`src/rtl/fwd_pkg.sv`:
```
// fwd_pkg: shared types and constants for the forwarding scoreboard.
//   fwd_entry_t : one in-flight instruction slot {valid, rd, we, is_load}
//   rd_t        : register index storage; wide enough for any REGW <= RD_MAXW
//   SEL_RF      : select code meaning "take the register-file value"
//   sel_imm()   : select code meaning "take the immediate" for a given DEPTH
package fwd_pkg;

  localparam int DEPTH_DEF = 2;
  localparam int REGW_DEF  = 5;
  localparam int RD_MAXW   = 8;
  localparam int SEL_RF    = 0;

  typedef logic [RD_MAXW-1:0] rd_t;

  typedef struct packed {
    logic valid;
    rd_t  rd;
    logic we;
    logic is_load;
  } fwd_entry_t;

  // Immediate code sits one above the deepest forwarding stage.
  function automatic int sel_imm(input int depth);
    return depth + 1;
  endfunction

endpackage

```
`src/rtl/fwd_match.sv`:
```
// fwd_match: priority search of N scoreboard entries for one register index.
//   ent    : entries, index 0 is the youngest (nearest) producer
//   key    : register index to look for
//   use_en : the lookup is wanted at all
//   code   : 0 when nothing matches, else (index of nearest match) + 1
// Index 0 is never a hit, so x0 is never forwarded.
module fwd_match
  import fwd_pkg::*;
#(
  parameter int N    = 2,
  parameter int SELW = 2
) (
  input  fwd_entry_t [N-1:0] ent,
  input  rd_t                key,
  input  logic               use_en,
  output logic [SELW-1:0]    code
);

  logic unused_load;

  always_comb begin
    code        = '0;
    unused_load = 1'b0;
    // Walk oldest to youngest so the youngest hit is assigned last and wins.
    for (int i = N - 1; i >= 0; i--) begin
      unused_load = unused_load ^ ent[i].is_load;
      if (use_en && (key != '0) && ent[i].valid && ent[i].we && (ent[i].rd == key))
        code = SELW'(i + 1);
    end
  end

endmodule

```
`src/rtl/forward_scoreboard.sv`:
```
// forward_scoreboard: forwarding and hazard unit beside the Decode/Execute
// pipeline register.
//   clk, rst            : clock, synchronous active-high reset
//   d_*                 : the instruction currently in Decode
//   e_flush             : Execute redirect, kills Decode and Execute contents
//   m_mem_ready         : memory op in stage 1 has finished its access
//   stall               : hold PC and Decode (combinational)
//   rs1_sel/rs2_sel     : Execute operand mux selects (0 = regfile, k = stage k,
//                         DEPTH+1 on rs2 = immediate)
//   rs2_sw_sel          : store-data select (0 = regfile, k = stage k)
//   stall_cnt           : saturating count of stalled cycles
// Scoreboard slot 0 is Execute, slot k is post-execute stage k.
module forward_scoreboard
  import fwd_pkg::*;
#(
  parameter int DEPTH = DEPTH_DEF,
  parameter int REGW  = REGW_DEF,
  parameter int SELW  = $clog2(DEPTH + 2)
) (
  input  logic            clk,
  input  logic            rst,
  input  logic            d_valid,
  input  logic [REGW-1:0] d_rs1,
  input  logic [REGW-1:0] d_rs2,
  input  logic            d_use_rs1,
  input  logic            d_use_rs2,
  input  logic [REGW-1:0] d_rd,
  input  logic            d_we,
  input  logic            d_is_load,
  input  logic            d_alu_src,
  input  logic            e_flush,
  input  logic            m_mem_ready,
  output logic            stall,
  output logic [SELW-1:0] rs1_sel,
  output logic [SELW-1:0] rs2_sel,
  output logic [SELW-1:0] rs2_sw_sel,
  output logic [15:0]     stall_cnt
);

  localparam logic [SELW-1:0] SEL_RF_C  = SELW'(SEL_RF);
  localparam logic [SELW-1:0] SEL_IMM_C = SELW'(sel_imm(DEPTH));

  fwd_entry_t [DEPTH:0]   sb;
  fwd_entry_t [DEPTH-1:0] srch;
  fwd_entry_t [1:0]       src_ent;
  fwd_entry_t             d_ent;
  fwd_entry_t             ent0_next;
  logic [SELW-1:0]        code1;
  logic [SELW-1:0]        code2;
  logic [1:0]             lu_code;
  logic                   load_use;
  logic                   freeze;
  logic                   issue;
  logic                   advance;
  logic                   unused_tail;

  // Slots 0..DEPTH-1 become stages 1..DEPTH after the advancing edge, which
  // is why a hit at slot i is encoded as i+1.
  assign srch        = sb[DEPTH-1:0];
  assign unused_tail = ^sb[DEPTH];

  assign d_ent = '{valid:   1'b1,
                   rd:      rd_t'(d_rd),
                   we:      d_we & (d_rd != '0),
                   is_load: d_is_load};

  fwd_match #(.N(DEPTH), .SELW(SELW)) u_match_rs1 (
    .ent    (srch),
    .key    (rd_t'(d_rs1)),
    .use_en (d_use_rs1),
    .code   (code1)
  );

  fwd_match #(.N(DEPTH), .SELW(SELW)) u_match_rs2 (
    .ent    (srch),
    .key    (rd_t'(d_rs2)),
    .use_en (d_use_rs2),
    .code   (code2)
  );

  // Load-use reuses the matcher with roles swapped: the key is the load's
  // destination and the "entries" are the two Decode sources.
  assign src_ent[0] = '{valid: d_use_rs1, rd: rd_t'(d_rs1), we: 1'b1, is_load: 1'b0};
  assign src_ent[1] = '{valid: d_use_rs2, rd: rd_t'(d_rs2), we: 1'b1, is_load: 1'b0};

  fwd_match #(.N(2), .SELW(2)) u_match_lu (
    .ent    (src_ent),
    .key    (sb[0].rd),
    .use_en (d_valid & sb[0].valid & sb[0].is_load & sb[0].we),
    .code   (lu_code)
  );

  assign load_use = (lu_code != 2'b00);
  // Stores carry is_load=0 and so never hold the pipe here.
  assign freeze   = sb[1].valid & sb[1].is_load & ~m_mem_ready;
  assign stall    = ~e_flush & (load_use | freeze);
  assign issue    = d_valid & ~load_use & ~e_flush;
  // A flush still drains the older stages even while frozen.
  assign advance  = e_flush | ~freeze;

  always_comb begin
    ent0_next = '0;
    if (issue)
      ent0_next = d_ent;
  end

  // Decode -> Execute boundary: scoreboard shift and registered selects
  always_ff @(posedge clk) begin
    if (rst) begin
      sb         <= '0;
      rs1_sel    <= SEL_RF_C;
      rs2_sel    <= SEL_RF_C;
      rs2_sw_sel <= SEL_RF_C;
    end else if (advance) begin
      sb      <= {sb[DEPTH-1:0], ent0_next};
      rs1_sel <= issue ? code1 : SEL_RF_C;
      if (issue && d_alu_src) begin
        rs2_sel    <= SEL_IMM_C;
        rs2_sw_sel <= code2;
      end else if (issue) begin
        rs2_sel    <= code2;
        rs2_sw_sel <= SEL_RF_C;
      end else begin
        rs2_sel    <= SEL_RF_C;
        rs2_sw_sel <= SEL_RF_C;
      end
    end
  end

  always_ff @(posedge clk) begin
    if (rst)
      stall_cnt <= '0;
    else if (stall && (stall_cnt != 16'hFFFF))
      stall_cnt <= stall_cnt + 16'd1;
  end

endmodule
```
`config.mk`:
```
export PLATFORM = sky130hd
export DESIGN_NAME = forward_scoreboard
export DESIGN_NICKNAME = d
export VERILOG_FILES = /design/src/rtl/fwd_pkg.sv /design/src/rtl/fwd_match.sv /design/src/rtl/forward_scoreboard.sv
export SDC_FILE = /design/constraint.sdc
export NUM_CORES = 1
export LEC_CHECK = 0
export ABC_AREA = 1
export BUFFER_PORTS_ARGS = -buffer_cell sky130_fd_sc_hd__buf_2
export CORE_MARGIN = 2
export CORE_UTILIZATION = 30
export DETAILED_ROUTE_END_ITERATION = 8
export PLACE_DENSITY_LB_ADDON = 0.05
export SYNTH_ARGS = -nofsm -noshare
export SYNTH_HDL_FRONTEND = slang
export SYNTH_HIERARCHICAL = 1
export SYNTH_SLANG_ARGS = --single-unit
```
`constraint.sdc`:
```
create_clock -name clk -period 4.9 [get_ports clk]
set_input_delay 0.245 -clock clk [delete_from_list [all_inputs] [get_ports clk]]
set_output_delay 0.245 -clock clk [all_outputs]
set_load 0.01 [all_outputs]
```
==> impl_results.md <==
* DR DRC count at 0
* H-tree level count at 2
* Clock power share at 0.446
* Netlist cell types at 27
* Fill cells at ~1100
* Peak supply drop at about 0.00018 V
* Final Wtd Congestion at around 0.77
* Worst R2R Start: sb[6]$_SDFFE_PP0P_
* 1st-iter DRT viols at roughly 150
* #FFs+latches synth at 38
* Hold path depth at 3
* P_int at approximately 0.00055 W
* CP Capture Type: output port
* Area growth, synth to finish at 26.1%
* Die extent in x at about 100 µm
* Reg power frac at 0.431
* Startpoint Class: flip-flop
* Crit Path Max Fanout at 9
* Gate power share at 0.123
* Avg Cell Area, Syn at about 5.5 µm²
* Count of final hold-check violations at 0
* R2R depth at 12
* Setup TNS at 0 ns
* ANT nets after route at 0
* Post-synth EDFFs at 0
* Worst-path clk slew at 0.08 ns
* Synthesized area at around 2900 µm²
* WS Path Type: flip-flop to output port
* Drt total wl at roughly 8000 µm
* Post-synth top area share at 0.267
* CP arrival at approximately 2.2 ns
* F_max at between 400 and 500 MHz
* Synth area leaders: dfxtp_1, nand2_1, nor2_1
* Pre-antenna DRT Iters at 4
* Final setup fails at 0
* Height of the die at around 100 µm
* Clock Path Buffers at 2
* GRT Util Overall at 0.162
* Post-layout min period at between 2 and 2.5 ns
* Core Util, Final at 0.389
* Largest net degree at the start of global routing at 24
* Initial antenna violation count at 0
* Number of CTS-inserted buffers at 5
* Port Buffer Count at 47
* Dominant cell type by area after synthesis: dfxtp_1
* Number of diodes at 0
* Sink Count at 38
* Yosys warning count at 6
* Max Cap Viol at 0
* Global-route wire length before repair at 13200 µm
* I/O pin count at between 40 and 50
* Die Area at 10300 µm²
* # hold bufs at CTS at 0
* Pwr Density at between 200 and 250 nW/µm²
* Worst Hold Launch: d_is_load
* Gr ovfl total at 0
* Number of global-route vias before repair at about 2800
* Clk_lat worst skew at 0.29 ns
* Register area share after synthesis at 0.267
* DR vias at roughly 3100
* Postcts setup bufs at 0
* Worst hold slack at 0.192 ns
* Leakage power at approximately 1.7 nW
* CP Launch Point: sb[6]$_SDFFE_PP0P_
* Sw Share at 0.255
* Worst Path Required at between 4 and 5 ns
* Sw power at between 0.00015 and 0.0002 W
* Status: completed
* Worst rel slew slack at 0.512
* Synth top cells by count: nand2_1, nor2_1, inv_1
* Fin crit share at 0.497
* Hold Path Class: primary input to flip-flop
* Worst Skew at approximately 0.0034 ns
* PostCTS Resize Cnt at 0
* Worst-Margin Slew at approximately 0.73 ns
* Site Rows at 35
* CTS tree: built
* Routed wire per std cell at between 10 and 15 µm
* Cell with the most instances after synthesis: nand2_1
* Layout cell share with drive strength beyond 1 at 0.148
* Async SR Flop Fraction at 0
* Leading register cell type out of synthesis: dfxtp_1
* Core Area at ~9200 µm²
* Final Max Tran Viols at 0
* CTS Root Cell: clkbuf_8
* Drt via density at approximately 4.1
* Total power at between 0.0007 and 0.0008 W
* Mapped Cells at 520
* Starting Density at 0.309
* HPWL after DPL at between 6000 and 7000 µm
* Unrepaired setup endpoints after global routing: no
* Fin nets at 662
registers in the layout, summed over array words and instances (netlist names):
signal,cells
rs2_sw_sel,2
sb,16
rs1_sel,2
stall_cnt,16
rs2_sel,2
final timing paths:
check	slack, ns	endpoint
max	2.47	stall
min	0.19	sb[0]$_SDFFE_PP0P_
max reg2reg	2.59	sb[1]$_SDFFE_PP0P_
min reg2reg	0.47	rs2_sw_sel[1]$_SDFFE_PP0P_
cell type report:
type	count	area (µm²)	area share
clock inverter	3	68.8	0.0191
timing repair buffer	47	235	0.0654
sequential	38	761	0.211
clock buffer	5	68.8	0.0191
tap	129	161	0.0449
multi-input combinational	470	2030	0.563
inverter	74	278	0.0772
cell usage in the layout (no fill, tap or decap):
master	Yosys	final
conb_1	2	71
nand3_1	21	21
clkinv_4	0	1
nand3_2	4	4
buf_2	2	47
nand4_1	2	2
inv_2	15	15
nand2_4	2	2
nor2_1	102	102
xnor2_1	2	2
inv_1	59	59
nor2_2	12	12
nand3b_1	2	2
dfxtp_1	38	38
a21oi_1	27	27
ha_1	1	1
nor2_4	1	1
nand2_1	182	182
nand2_2	5	5
o211ai_1	3	3
o21ai_1	3	3
bufinv_16	0	2
o21ai_0	21	21
nor3_1	1	1
xor2_1	7	7
a31oi_1	1	1
clkbuf_8	0	5
power by group through the flow:
stage               Combinational [W]  Clock (W)  Sequential, W
finish                      0.0000907   0.000328       0.000317
global route                 0.000108   0.000350       0.000318
CTS                         0.0000888   0.000341       0.000318
detailed placement          0.0000885          0       0.000325
global placement            0.0000885          0       0.000325
floorplan                   0.0000627          0       0.000323
metrics by stage:
| stage | cell area [µm²] | worst slack (ns) | instances |
|---|---|---|---|
| 6_report | 3600 | 2.47 | 766 |
| 2_1_floorplan | 3110 | 3.06 | 589 |
| 3_5_place_dp | 3460 | 2.57 | 758 |
| 5_1_grt | 3600 | 2.25 | 766 |
| 3_3_place_gp | 3460 | 2.59 | 758 |
| 4_1_cts | 3600 | 2.41 | 766 |
cells by family (layout without fill, tap and decap cells):
family                   count (synthesis)  after routing  synth area share
flip-flops                              38             38             0.267
other                                    2             71           0.00263
buffers and inverters                   81            129             0.114
AO/OA/AOI/OAI                           55             55            0.0996
AND/OR/NAND/NOR                        334            334             0.485
adder cells (fa/ha/maj)                  1              1           0.00439
XOR/XNOR                                 9              9            0.0276
routing by layer:
| layer | part of all wire | vias up | GRT usage |
|---|---|---|---|
| met5 | 0 | - | 0 |
| met4 | 0.0064 | 0 | 0.0333 |
| met3 | 0.050 | 4 | 0.0276 |
| met2 | 0.40 | 54 | 0.242 |
| met1 | 0.54 | 1308 | 0.244 |
| li1 | - | 1739 | - |
critical path, stage by stage (launching register included):
cell and delay (ns):
dfxtp_1 0.53, inv_1 0.18, nand2_1 0.09, nand2_1 0.05, nor2_1 0.09, nand3_1 0.11, nor2_2 0.15, nor2_1 0.06
o21ai_0 0.31, nand2_4 0.15, buf_2 0.17
Note: power is estimated with default switching activity, not from simulation.
